===== src/rtl/jtag_uart_port_arbiter_if.sv =====
// Avalon-MM master bundle between the port arbiter and the JTAG UART slave.
// The data register is the only target, so the address is a single bit.
interface jtag_uart_port_arbiter_if;
   logic        avm_chipselect;
   logic        avm_address;
   logic        avm_read_n;
   logic        avm_write_n;
   logic [31:0] avm_writedata;
   logic [31:0] avm_readdata;
   logic        avm_waitrequest;

   modport master (
      output avm_chipselect,
      output avm_address,
      output avm_read_n,
      output avm_write_n,
      output avm_writedata,
      input  avm_readdata,
      input  avm_waitrequest
   );

   modport slave (
      input  avm_chipselect,
      input  avm_address,
      input  avm_read_n,
      input  avm_write_n,
      input  avm_writedata,
      output avm_readdata,
      output avm_waitrequest
   );
endinterface


===== src/rtl/jtag_uart_port_arbiter.sv =====
// Shares the JTAG UART data register between a read requester and a write requester,
// one transaction at a time, with fair alternation and a waitrequest timeout.
module jtag_uart_port_arbiter #(
   parameter int unsigned TIMEOUT = 1024,
   parameter int unsigned CNT_W   = 11
) (
   input  logic        clk,
   input  logic        reset_n,

   input  logic        rd_req,
   output logic        rd_done,
   output logic [7:0]  rd_data,
   output logic        rd_valid,

   input  logic        wr_req,
   input  logic [7:0]  wr_data,
   output logic        wr_done,

   output logic        timeout_err,
   output logic [7:0]  err_count,
   output logic        busy,

   jtag_uart_port_arbiter_if.master bus
);

   localparam logic [1:0] ST_IDLE = 2'd0;
   localparam logic [1:0] ST_RD   = 2'd1;
   localparam logic [1:0] ST_WR   = 2'd2;

   localparam logic GRANT_RD = 1'b0;
   localparam logic GRANT_WR = 1'b1;

   localparam bit             TIMEOUT_EN  = (TIMEOUT != 0);
   localparam logic [CNT_W-1:0] TIMEOUT_CNT = CNT_W'(TIMEOUT);

   logic [1:0]       state;
   logic             last_grant;
   logic [CNT_W-1:0] wait_cnt;

   logic grant_rd;
   logic grant_wr;
   logic wait_expired;

   // NOTE: every signal assigned in always_comb gets a value on every path,
   // otherwise synthesis infers a latch to hold the old value.
   always_comb begin
      grant_rd     = 1'b0;
      grant_wr     = 1'b0;
      wait_expired = 1'b0;
      if (rd_req && (!wr_req || last_grant == GRANT_WR)) grant_rd = 1'b1;
      if (wr_req && (!rd_req || last_grant == GRANT_RD)) grant_wr = 1'b1;
      if (TIMEOUT_EN && wait_cnt == TIMEOUT_CNT)        wait_expired = 1'b1;
   end

   assign bus.avm_address = 1'b0;

   // NOTE: state registers use non-blocking assignments so every flop samples
   // pre-edge values; blocking here would create order-dependent races.
   always_ff @(posedge clk or negedge reset_n) begin
      if (!reset_n) begin
         state              <= ST_IDLE;
         last_grant         <= GRANT_WR;
         wait_cnt           <= '0;
         busy               <= 1'b0;
         rd_done            <= 1'b0;
         wr_done            <= 1'b0;
         timeout_err        <= 1'b0;
         rd_data            <= 8'h00;
         rd_valid           <= 1'b0;
         err_count          <= 8'h00;
         bus.avm_chipselect <= 1'b0;
         bus.avm_read_n     <= 1'b1;
         bus.avm_write_n    <= 1'b1;
         bus.avm_writedata  <= 32'h0;
      end else begin
         rd_done            <= 1'b0;
         wr_done            <= 1'b0;
         timeout_err        <= 1'b0;
         bus.avm_chipselect <= 1'b1;

         case (state)
            ST_IDLE: begin
               wait_cnt <= '0;
               if (grant_rd) begin
                  state          <= ST_RD;
                  busy           <= 1'b1;
                  last_grant     <= GRANT_RD;
                  bus.avm_read_n <= 1'b0;
               end else if (grant_wr) begin
                  state             <= ST_WR;
                  busy              <= 1'b1;
                  last_grant        <= GRANT_WR;
                  bus.avm_write_n   <= 1'b0;
                  bus.avm_writedata <= {24'h0, wr_data};
               end
            end

            ST_RD, ST_WR: begin
               if (!bus.avm_waitrequest) begin
                  state           <= ST_IDLE;
                  busy            <= 1'b0;
                  bus.avm_read_n  <= 1'b1;
                  bus.avm_write_n <= 1'b1;
                  if (state == ST_RD) begin
                     rd_done  <= 1'b1;
                     rd_data  <= bus.avm_readdata[7:0];
                     rd_valid <= bus.avm_readdata[15];
                  end else begin
                     wr_done <= 1'b1;
                  end
               end else if (wait_expired) begin
                  // Abort: the requester gets timeout_err instead of a done pulse,
                  // and captured read data stays as it was.
                  state           <= ST_IDLE;
                  busy            <= 1'b0;
                  bus.avm_read_n  <= 1'b1;
                  bus.avm_write_n <= 1'b1;
                  timeout_err     <= 1'b1;
                  if (err_count != 8'hFF) err_count <= err_count + 8'd1;
               end else begin
                  wait_cnt <= wait_cnt + 1'b1;
               end
            end

            default: begin
               state           <= ST_IDLE;
               busy            <= 1'b0;
               bus.avm_read_n  <= 1'b1;
               bus.avm_write_n <= 1'b1;
            end
         endcase
      end
   end

   a_one_strobe: assert property (@(posedge clk) disable iff (!reset_n)
      bus.avm_read_n || bus.avm_write_n);

   a_pulses_exclusive: assert property (@(posedge clk) disable iff (!reset_n)
      $onehot0({rd_done, wr_done, timeout_err}));

   a_busy_tracks_state: assert property (@(posedge clk) disable iff (!reset_n)
      busy == (state != ST_IDLE));

endmodule


===== src/flat_wrapper.sv =====
// flat-port wrapper written by rule: the top's interface ports become plain ports
module jtag_uart_port_arbiter_flat 
#(
   parameter int unsigned TIMEOUT = 1024,
   parameter int unsigned CNT_W   = 11
)
  (clk, reset_n, rd_req, rd_done, rd_data, rd_valid, wr_req, wr_data, wr_done, timeout_err, err_count, busy, bus_avm_chipselect, bus_avm_address, bus_avm_read_n, bus_avm_write_n, bus_avm_writedata, bus_avm_readdata, bus_avm_waitrequest);
  jtag_uart_port_arbiter_if bus_i ();
  input  logic clk;
  input  logic reset_n;
  input  logic rd_req;
  output logic rd_done;
  output logic [7:0] rd_data;
  output logic rd_valid;
  input  logic wr_req;
  input  logic [7:0] wr_data;
  output logic wr_done;
  output logic timeout_err;
  output logic [7:0] err_count;
  output logic busy;
  output wire logic [$bits(bus_i.avm_chipselect)-1:0] bus_avm_chipselect;
  output wire logic [$bits(bus_i.avm_address)-1:0] bus_avm_address;
  output wire logic [$bits(bus_i.avm_read_n)-1:0] bus_avm_read_n;
  output wire logic [$bits(bus_i.avm_write_n)-1:0] bus_avm_write_n;
  output wire logic [$bits(bus_i.avm_writedata)-1:0] bus_avm_writedata;
  input wire logic [$bits(bus_i.avm_readdata)-1:0] bus_avm_readdata;
  input wire logic [$bits(bus_i.avm_waitrequest)-1:0] bus_avm_waitrequest;
  assign bus_avm_chipselect = bus_i.avm_chipselect;
  assign bus_avm_address = bus_i.avm_address;
  assign bus_avm_read_n = bus_i.avm_read_n;
  assign bus_avm_write_n = bus_i.avm_write_n;
  assign bus_avm_writedata = bus_i.avm_writedata;
  assign bus_i.avm_readdata = bus_avm_readdata;
  assign bus_i.avm_waitrequest = bus_avm_waitrequest;
  jtag_uart_port_arbiter #(.TIMEOUT(TIMEOUT), .CNT_W(CNT_W)) u_core (.clk(clk), .reset_n(reset_n), .rd_req(rd_req), .rd_done(rd_done), .rd_data(rd_data), .rd_valid(rd_valid), .wr_req(wr_req), .wr_data(wr_data), .wr_done(wr_done), .timeout_err(timeout_err), .err_count(err_count), .busy(busy), .bus(bus_i));
endmodule

===== config.mk =====
export PLATFORM = sky130hd
export DESIGN_NAME = jtag_uart_port_arbiter_flat
export DESIGN_NICKNAME = d
export VERILOG_FILES = /design/src/rtl/jtag_uart_port_arbiter_if.sv /design/src/rtl/jtag_uart_port_arbiter.sv /design/src/flat_wrapper.sv
export SDC_FILE = /design/constraint.sdc
export NUM_CORES = 1
export LEC_CHECK = 0
export CAP_MARGIN = 20
export CORE_ASPECT_RATIO = 1.75
export CORE_MARGIN = 3
export CORE_UTILIZATION = 43
export CTS_BUF_LIST = sky130_fd_sc_hd__clkbuf_4 sky130_fd_sc_hd__clkbuf_8
export DETAILED_ROUTE_END_ITERATION = 10
export PLACE_DENSITY = 0.87
export SLEW_MARGIN = 20
export SYNTH_ARGS = -nofsm -noshare
export SYNTH_HDL_FRONTEND = slang
export SYNTH_SLANG_ARGS = --single-unit

===== constraint.sdc =====
create_clock -name clk -period 2.5 [get_ports clk]
set_input_delay 0.5 -clock clk [delete_from_list [all_inputs] [get_ports clk]]
set_output_delay 0.5 -clock clk [all_outputs]
set_load 0.05 [all_outputs]

=== Yosys cells after proc, flatten, opt, wreduce, memory -nomap -nowiden ===
Cells that the tools add are included.
W data, S select, Z words.

* Add/sub/neg operators: 2
* Equality and inequality tests: 11
* Muxes and demuxes: 33
* Bitwise logic cells: 3
* Reduce and logical (&&, ||, !) cells: 18

{| class="wikitable"
|+ Operator list
! cell !! count
|-
| $mux W1 || 22
|-
| $mux W11 || 2
|-
| $pmux W11 S2 || 1
|-
| $reduce_and A3 Y1 || 4
|-
| $add A11 B1 Y11 const B || 1
|-
| $eq A11 B11 Y1 const B || 1
|-
| $add A8 B1 Y8 const B || 1
|-
| $mux W2 || 4
|-
| $ne A8 B8 Y1 const B || 1
|-
| $ne A2 B2 Y1 const B || 3
|-
| $pmux W1 S2 || 3
|-
| $reduce_and A2 Y1 || 3
|-
| $ne A2 B1 Y1 const B || 2
|-
| $pmux W2 S2 || 1
|-
| $reduce_and A4 Y1 || 1
|-
| $reduce_bool A2 Y1 || 2
|-
| $ne A3 B1 Y1 const B || 1
|-
| $ne A3 B2 Y1 const B || 1
|-
| $not A1 Y1 || 3
|-
| $eq A2 B1 Y1 const B || 1
|-
| $eq A2 B2 Y1 const B || 1
|-
| $logic_and A1 B1 Y1 || 2
|-
| $logic_not A1 Y1 || 2
|-
| $logic_not A2 Y1 || 1
|-
| 2 further kinds || 3
|}

* Register bits: 46
* Bits of input ports: 45
* Output and inout bits: 57
* Word-level logic and storage cells: 81

=== Depth between registers and ports, before layout ===
Gate-level depths: netlist of run 1.

* Word-level depth: 7
* Depth in mapped cells: 7

=== Least setup slack after synthesis of run 1 ===
OpenSTA, ideal clock, no wires.

* Kind: reg2reg
* Start: register u_core.err_count[0]
* End: register u_core.err_count[1]
* Arrival: 1.880 ns
* Required time: 2.375 ns
* Setup slack: 0.496 ns
* Stages on the path, launching flop included: 6
* Buffers on the path: 0
* Period minus slack after synthesis: 2.004 ns
* Cell sequence: dfrtp_1 -> ha_1 -> nand2_1 -> nor3_1 -> nor2_1 -> mux2_2

* Word-level cells in the longest chain between the ends: 2
* Elaborated cells between the ends (all ways): 3
* Classes of those cells: add/sub: 1; eq/ne: 1; reduce/logical: 1

{| class="wikitable"
|+ RTL lines
! what !! RTL line !! text
|-
| from (decl) || jtag_uart_port_arbiter.sv:20 || <nowiki>output logic [7:0] err_count,</nowiki>
|-
| from (signal assigned) || jtag_uart_port_arbiter.sv:119 || <nowiki>if (err_count != 8'hFF) err_count <= err_count + 8'd1;</nowiki>
|-
| branches (longest 2 deep; another with $add A8 B1 Y8) || - ||
|}

Several ways; the timed one is not identified.
A chain may end at the register's enable or synchronous reset.

=== Worst setup path after layout of run 1 ===
* Start: register u_core.bus.avm_write_n
* End: output bus_avm_write_n

{| class="wikitable"
|+ RTL lines
! what !! RTL line !! text
|-
| from (decl) || jtag_uart_port_arbiter_if.sv:16 || <nowiki>output avm_write_n,</nowiki>
|-
| from (signal assigned) || jtag_uart_port_arbiter.sv:73 || <nowiki>bus.avm_write_n <= 1'b1;</nowiki>
|-
| from (signal assigned) || jtag_uart_port_arbiter.sv:93 || <nowiki>bus.avm_write_n <= 1'b0;</nowiki>
|-
| from (signal assigned) || jtag_uart_port_arbiter.sv:103 || <nowiki>bus.avm_write_n <= 1'b1;</nowiki>
|-
| to (decl) || flat_wrapper.sv:24 || <nowiki>output wire logic [$bits(bus_i.avm_write_n)-1:0] bus_avm_write_n;</nowiki>
|}

No word-level cell between the ends.

==> results.cfg, run 1 <==
[power]
max-vdd-ir-drop_mv = 0.784
leakagePower_nw = 1.40
p_per_area_mw_per_mm2 = 1120

[synthesis]
syn_inst = 224
synth_compound_area_share_pct = 7.01
synth_top_family_by_area = simple AND/OR/NAND/NOR gates
synth-simple-area-share_pct = 20.1
synth-xor-area-share_pct = 2.30
synth-async-reset-ratio_pct = 100
dominantRegCellSynth = dfrtp_1
yosysWarnings = 0
syn_area_sq_mm = 0.00228
synth_edf_count = 0
synth_cell_types = 35
synth_seq_cells = 46
synthMuxAreaShare_pct = 6.25
synthAdderAreaFrac_pct = 2.74
yosysSeqAreaShare_pct = 50.6
avgSynthCellArea_sq_um = 10.2

[detailed_routing]
drtPass1Iterations = 4
viasPerCell = 5.06
route.detailed.drc = 0
wl_per_cell_um = 13.8
wl_mm = 4.70
vias = 1719
drtIter0Drc = 38
postRouteAntennaNets = 0

[clock_network]
clk_path_buf_depth = 2
cts.htree.levels = 2
numCtsBuffers = 5
ctsHoldBuffers = 0
cts_tree = built
clock-sinks = 46
clk_latency_ns = 0.30
clk_pin_slew_ns = 0.09
post_cts_buffers = 0
cts_root_buf = clkbuf_8
postCtsResizedCells = 0

[timing]
tns_ns = 0
hold_viol = 0
setup_ws_ns = 0.372
finClkSkew_ns = 0.00672
grt_setup_unrepaired = false
slew_viol_final = 0
fmax_ghz = 0.470
fin_crit_sh_pct = 85.1
maxSlewHeadroom_pct = 57.6
fin_crit_ns = 2.13
worstMarginPinSlew_ns = 0.631
setup-violations-final = 0

[worst_setup_path]
crit_chain = clkdlybuf4s50_1
slowest_stage = clkdlybuf4s50_1
crit_fanout = 2
worstSetupPathType = flop to primary output
cpPeakStageDelay_ns = 0.80
critPathRequiredTime_ns = 2.00
arrival_ns = 1.63
crit_path_start_kind = flop
crit_path_end_kind = primary output
cpLargestDelayFamily = buffers and inverters
timing.critical_path.buf_inv = 1

[placement]
place_ws_ns = 0.406
hpwl_mm = 3.60
portBuffers = 53
place_inst = 332
post_dp_cell_area_sq_mm = 0.00280
gp_congestion = 0.869

[layout]
final_nets = 335
synthToLayoutAreaGrowth_pct = 27.7
mostFrequentLayoutCell = clkdlybuf4s50_1
n_antenna_cell = 0
layout-drive-gt1-share_pct = 11.5
final_cell_area_sq_mm = 0.00292
final_cell_mix = 52 x clkdlybuf4s50_1, 45 x nand2_1, 43 x dfrtp_1, 26 x conb_1
fillCellCount = 428
finalNonFillerCells = 340

[grt]
antenna_found_initial = 0
grt_max_degree = 19
grt_util_all_layers_pct = 16.6
grt_pass1_wl_mm = 7.88
grt_pass1_vias = 1707
grt-ovfl-total = 0

[die]
die_area_sq_mm = 0.00626
initial_utilization_pct = 45.1
die_y_um = 102
core_sq_mm = 0.00506
die_width_um = 61.1
fp-row-count = 34
io_pins = 102

[job]
cap_violations = 0

[hold_path]
worstHoldPathType = primary input to async pin

[status]
status = completed
cell usage after synthesis, drive strengths merged, types with 2 or more instances:
cell,count,share of area (%)
dfrtp,43,47
nor3b,3,0.99
conb,2,0.33
ha,5,2.7
a31oi,10,2.7
nor4,3,1.5
xor2,6,2.3
nand4,3,0.82
nor3,5,1.1
mux2,10,4.9
mux2i,3,1.3
nor2,7,1.2
clkbuf,3,0.49
inv,8,1.3
nand2,45,7.4
nand3,8,1.8
and3,6,1.6
buf,26,8.7
o21ai,6,1.3
nand2b,3,0.82
dfstp,3,3.5
a21oi,5,1.1
report_power, final:
part           leakage [nW]  switching (mW)  internal (mW)
registers             0.593           0.117          0.962
clock network        0.0593           0.243          0.321
logic                 0.743            1.08          0.548
total                  1.40            1.44           1.83
stage by stage:
step / power, mW / hold WS (ns) / utilization [%]
4_1_cts: 3.31 / 0.121 / 57.6
5_1_grt: 3.46 / 0.123 / 57.6
3_5_place_dp: 2.73 / 0.441 / 55.3
6_report: 3.27 / 0.111 / 57.6
2_1_floorplan: 2.23 / 0.204 / -
3_3_place_gp: 2.70 / 0.438 / 55.3
flip-flops by register name (all words and copies together) (netlist names):
| name | flops |
|---|---|
| u_core.rd_valid | 1 |
| u_core.rd_done | 1 |
| u_core.busy | 1 |
| u_core.bus.avm_chipselect | 1 |
| u_core.wait_cnt | 11 |
| u_core.err_count | 8 |
| u_core.timeout_err | 1 |
| u_core.bus.avm_writedata | 8 |
| u_core.wr_done | 1 |
| u_core.rd_data | 8 |
| u_core.bus.avm_read_n | 1 |
| u_core.last_grant | 1 |
| u_core.state | 2 |
| u_core.bus.avm_write_n | 1 |
worst paths after layout:
kind	endpoint	cells past startpoint	startpoint	slack (ns)
worst max-delay path	bus_avm_write_n	1	u_core.bus.avm_write_n	0.37
worst min-delay path	u_core.wait_cnt[9]	1	reset_n	0.11
worst max register to register	u_core.err_count[1]	5	u_core.err_count[0]	0.66
worst min register to register	u_core.rd_data[7]	2	u_core.rd_data[7]	0.48
max in group asynchronous	u_core.rd_data[1]	2	reset_n	1.82
min in group clk	u_core.rd_data[7]	2	u_core.rd_data[7]	0.48
per-layer routing:
metal	global-route usage, %	wire length, um	vias to the layer above
li1	-	-	835
met1	19.0	1760	804
met2	28.3	2560	69
met3	4.30	293	11
met4	6.84	93	0
met5	0	0	-
area by class of cell:
type | count | area [sq um] | area share [%]
well taps | 54 | 67.6 | 2.32
flip-flops and latches | 46 | 1150 | 39.6
clock inverters | 1 | 30.0 | 1.03
inverters | 9 | 33.8 | 1.16
multi-input cells | 164 | 975 | 33.4
clock buffers | 7 | 83.8 | 2.88
repair buffers | 59 | 571 | 19.6
kinds of logic after synthesis:
group,count (synthesis)
AO/OA/AOI/OAI,26
XOR/XNOR,6
adder cells (fa/ha/maj),5
buffers and inverters,38
flip-flops,46
multiplexers,13
other,2
AND/OR/NAND/NOR,88
(Power assumes the default switching activity.)
==> run 2, diff against run 1 <==
--- a/config.mk
+++ b/config.mk
@@ -11,6 +11,7 @@
 export CORE_UTILIZATION = 43
 export CTS_BUF_LIST = sky130_fd_sc_hd__clkbuf_4 sky130_fd_sc_hd__clkbuf_8
 export DETAILED_ROUTE_END_ITERATION = 10
+export GPL_ROUTABILITY_DRIVEN = 1
 export PLACE_DENSITY = 0.87
 export SLEW_MARGIN = 20
 export SYNTH_ARGS = -nofsm -noshare
==> results of run 2 <==
Final layout, timing and power as in run 1 (identical DEF).
==> run 3, diff against run 2 <==
--- a/config.mk
+++ b/config.mk
@@ -8,11 +8,11 @@
 export CAP_MARGIN = 20
 export CORE_ASPECT_RATIO = 1.75
 export CORE_MARGIN = 3
-export CORE_UTILIZATION = 43
+export CORE_UTILIZATION = 45
 export CTS_BUF_LIST = sky130_fd_sc_hd__clkbuf_4 sky130_fd_sc_hd__clkbuf_8
 export DETAILED_ROUTE_END_ITERATION = 10
 export GPL_ROUTABILITY_DRIVEN = 1
-export PLACE_DENSITY = 0.87
+export PLACE_DENSITY = 0.9
 export SLEW_MARGIN = 20
 export SYNTH_ARGS = -nofsm -noshare
 export SYNTH_HDL_FRONTEND = slang
==> constraint.sdc (replaced) <==
create_clock -name clk -period 2.6 [get_ports clk]
set_input_delay 0.52 -clock clk [delete_from_list [all_inputs] [get_ports clk]]
set_output_delay 0.52 -clock clk [all_outputs]
set_load 0.05 [all_outputs]
==> run 3 against run 2 <==
Compared with the run above: sequential power fell by 4%; final cell count fell by 1.2%; first-iteration DRC count fell by 32%; worst hold slack improved by 0.075 ns; flip-flop and latch count did not move; largest cell class unchanged; critical endpoint is now bus_avm_read_n.
==> results.cfg, run 3 (synthesis gave the netlist of run 1 again) <==
[power]
leakagePower_nw = 1.37
max-vdd-ir-drop_mv = 0.841
p_per_area_mw_per_mm2 = 1050
finalPower_mw = 3.03

[worst_setup_path]
arrival_ns = 1.62
crit_fanout = 2
timing.critical_path.buf_inv = 1
worstSetupPathType = flop to primary output
critPathRequiredTime_ns = 2.08
crit_path_start_kind = flop
slowest_stage = clkdlybuf4s50_1
crit_chain = clkdlybuf4s50_1
crit_path_end_kind = primary output
cpLargestDelayFamily = buffers and inverters
cpPeakStageDelay_ns = 0.79

[timing]
hold_viol = 0
slew_viol_final = 0
maxSlewHeadroom_pct = 56.1
setup_ws_ns = 0.460
grt_setup_unrepaired = false
fmax_ghz = 0.467
fin_crit_ns = 2.14
finClkSkew_ns = 0.0116
tns_ns = 0
worstMarginPinSlew_ns = 0.653
setup-violations-final = 0
fin_crit_sh_pct = 82.3

[die]
die_width_um = 59.8
initial_utilization_pct = 47.7
die_y_um = 100
die_area_sq_mm = 0.00600
io_pins = 102
core_sq_mm = 0.00479
fp-row-count = 33

[detailed_routing]
wl_met2_mm = 2.47
wl_mm = 4.55
drtPass1Iterations = 4
route.detailed.drc = 0
wl_per_cell_um = 13.5
dr_wl_met3_um = 313
vias = 1739
wl_met1_mm = 1.66
drtIter0Drc = 26
top_layer = met4
viasPerCell = 5.18
postRouteAntennaNets = 0

[grt]
grt_pass1_wl_mm = 7.45
grt_util_all_layers_pct = 15.7
antenna_found_initial = 0
grt_max_degree = 47
grt-ovfl-total = 0
grt_pass1_vias = 1701

[clock_network]
clk_pin_slew_ns = 0.09
cts_root_buf = clkbuf_8
postCtsResizedCells = 0
post_cts_buffers = 0
cts.htree.levels = 2
numCtsBuffers = 5
clock-sinks = 46
cts_tree = built
clk_path_buf_depth = 2
clk_latency_ns = 0.30
ctsHoldBuffers = 0

[placement]
portBuffers = 53
place_ws_ns = 0.499
gp_congestion = 0.854
post_dp_cell_area_sq_mm = 0.00280
hpwl_mm = 3.43
place_inst = 328

[job]
cap_violations = 0

[layout]
largest_reg_flops = 11
layout-drive-gt1-share_pct = 10.9
fillCellCount = 408
largest_register = u_core.wait_cnt
multi_input_area_sq_um = 975
n_antenna_cell = 0
mostFrequentLayoutCell = clkdlybuf4s50_1
finalNonFillerCells = 336
final_cell_mix = 52 x clkdlybuf4s50_1, 45 x nand2_1, 43 x dfrtp_1, 26 x conb_1
final_cell_area_sq_mm = 0.00289
final_nets = 333
seq_area_sq_mm = 0.00115
synthToLayoutAreaGrowth_pct = 26.5

[status]
status = completed

[hold_path]
worstHoldPathType = primary input to async pin
[run 3: cell type report]
class | count | share of cell area [%]
inverters | 9 | 1.17
repair buffers | 57 | 19.7
clock buffers | 5 | 2.38
multi-input cells | 164 | 33.7
clock inverters | 3 | 0.823
well taps | 52 | 2.25
flip-flops and latches | 46 | 40.0
[run 3: per-layer routing]
layer | GRT usage (%) | vias to the layer above
li1 | - | 832
met1 | 17.6 | 827
met2 | 27.3 | 68
met3 | 4.50 | 12
met4 | 6.14 | 0
met5 | 0 | -
[run 3: path summary, 6_finish.rpt]
check	cells past startpoint	slack, ns	startpoint	end
max in group asynchronous	2	2.14	reset_n	u_core.bus.avm_write_n
min reg2reg	2	0.48	u_core.rd_data[7]	u_core.rd_data[7]
max reg2reg	6	0.49	u_core.state[0]	u_core.err_count[7]
min	2	0.19	reset_n	u_core.wr_done
max	1	0.46	u_core.bus.avm_read_n	bus_avm_read_n
min in group clk	2	0.48	u_core.rd_data[7]	u_core.rd_data[7]
[run 3: report_power, final]
| part | switching (mW) | internal [mW] |
|---|---|---|
| logic | 1.03 | 0.518 |
| clock network | 0.252 | 0.192 |
| registers | 0.111 | 0.924 |
[run 3: per-stage QoR]
stage	util, %	hold WS, ns
CTS	60.3	0.195
floorplan	-	0.224
detailed placement	58.4	0.462
global route	60.3	0.206
finish	60.3	0.186
global placement	58.4	0.458
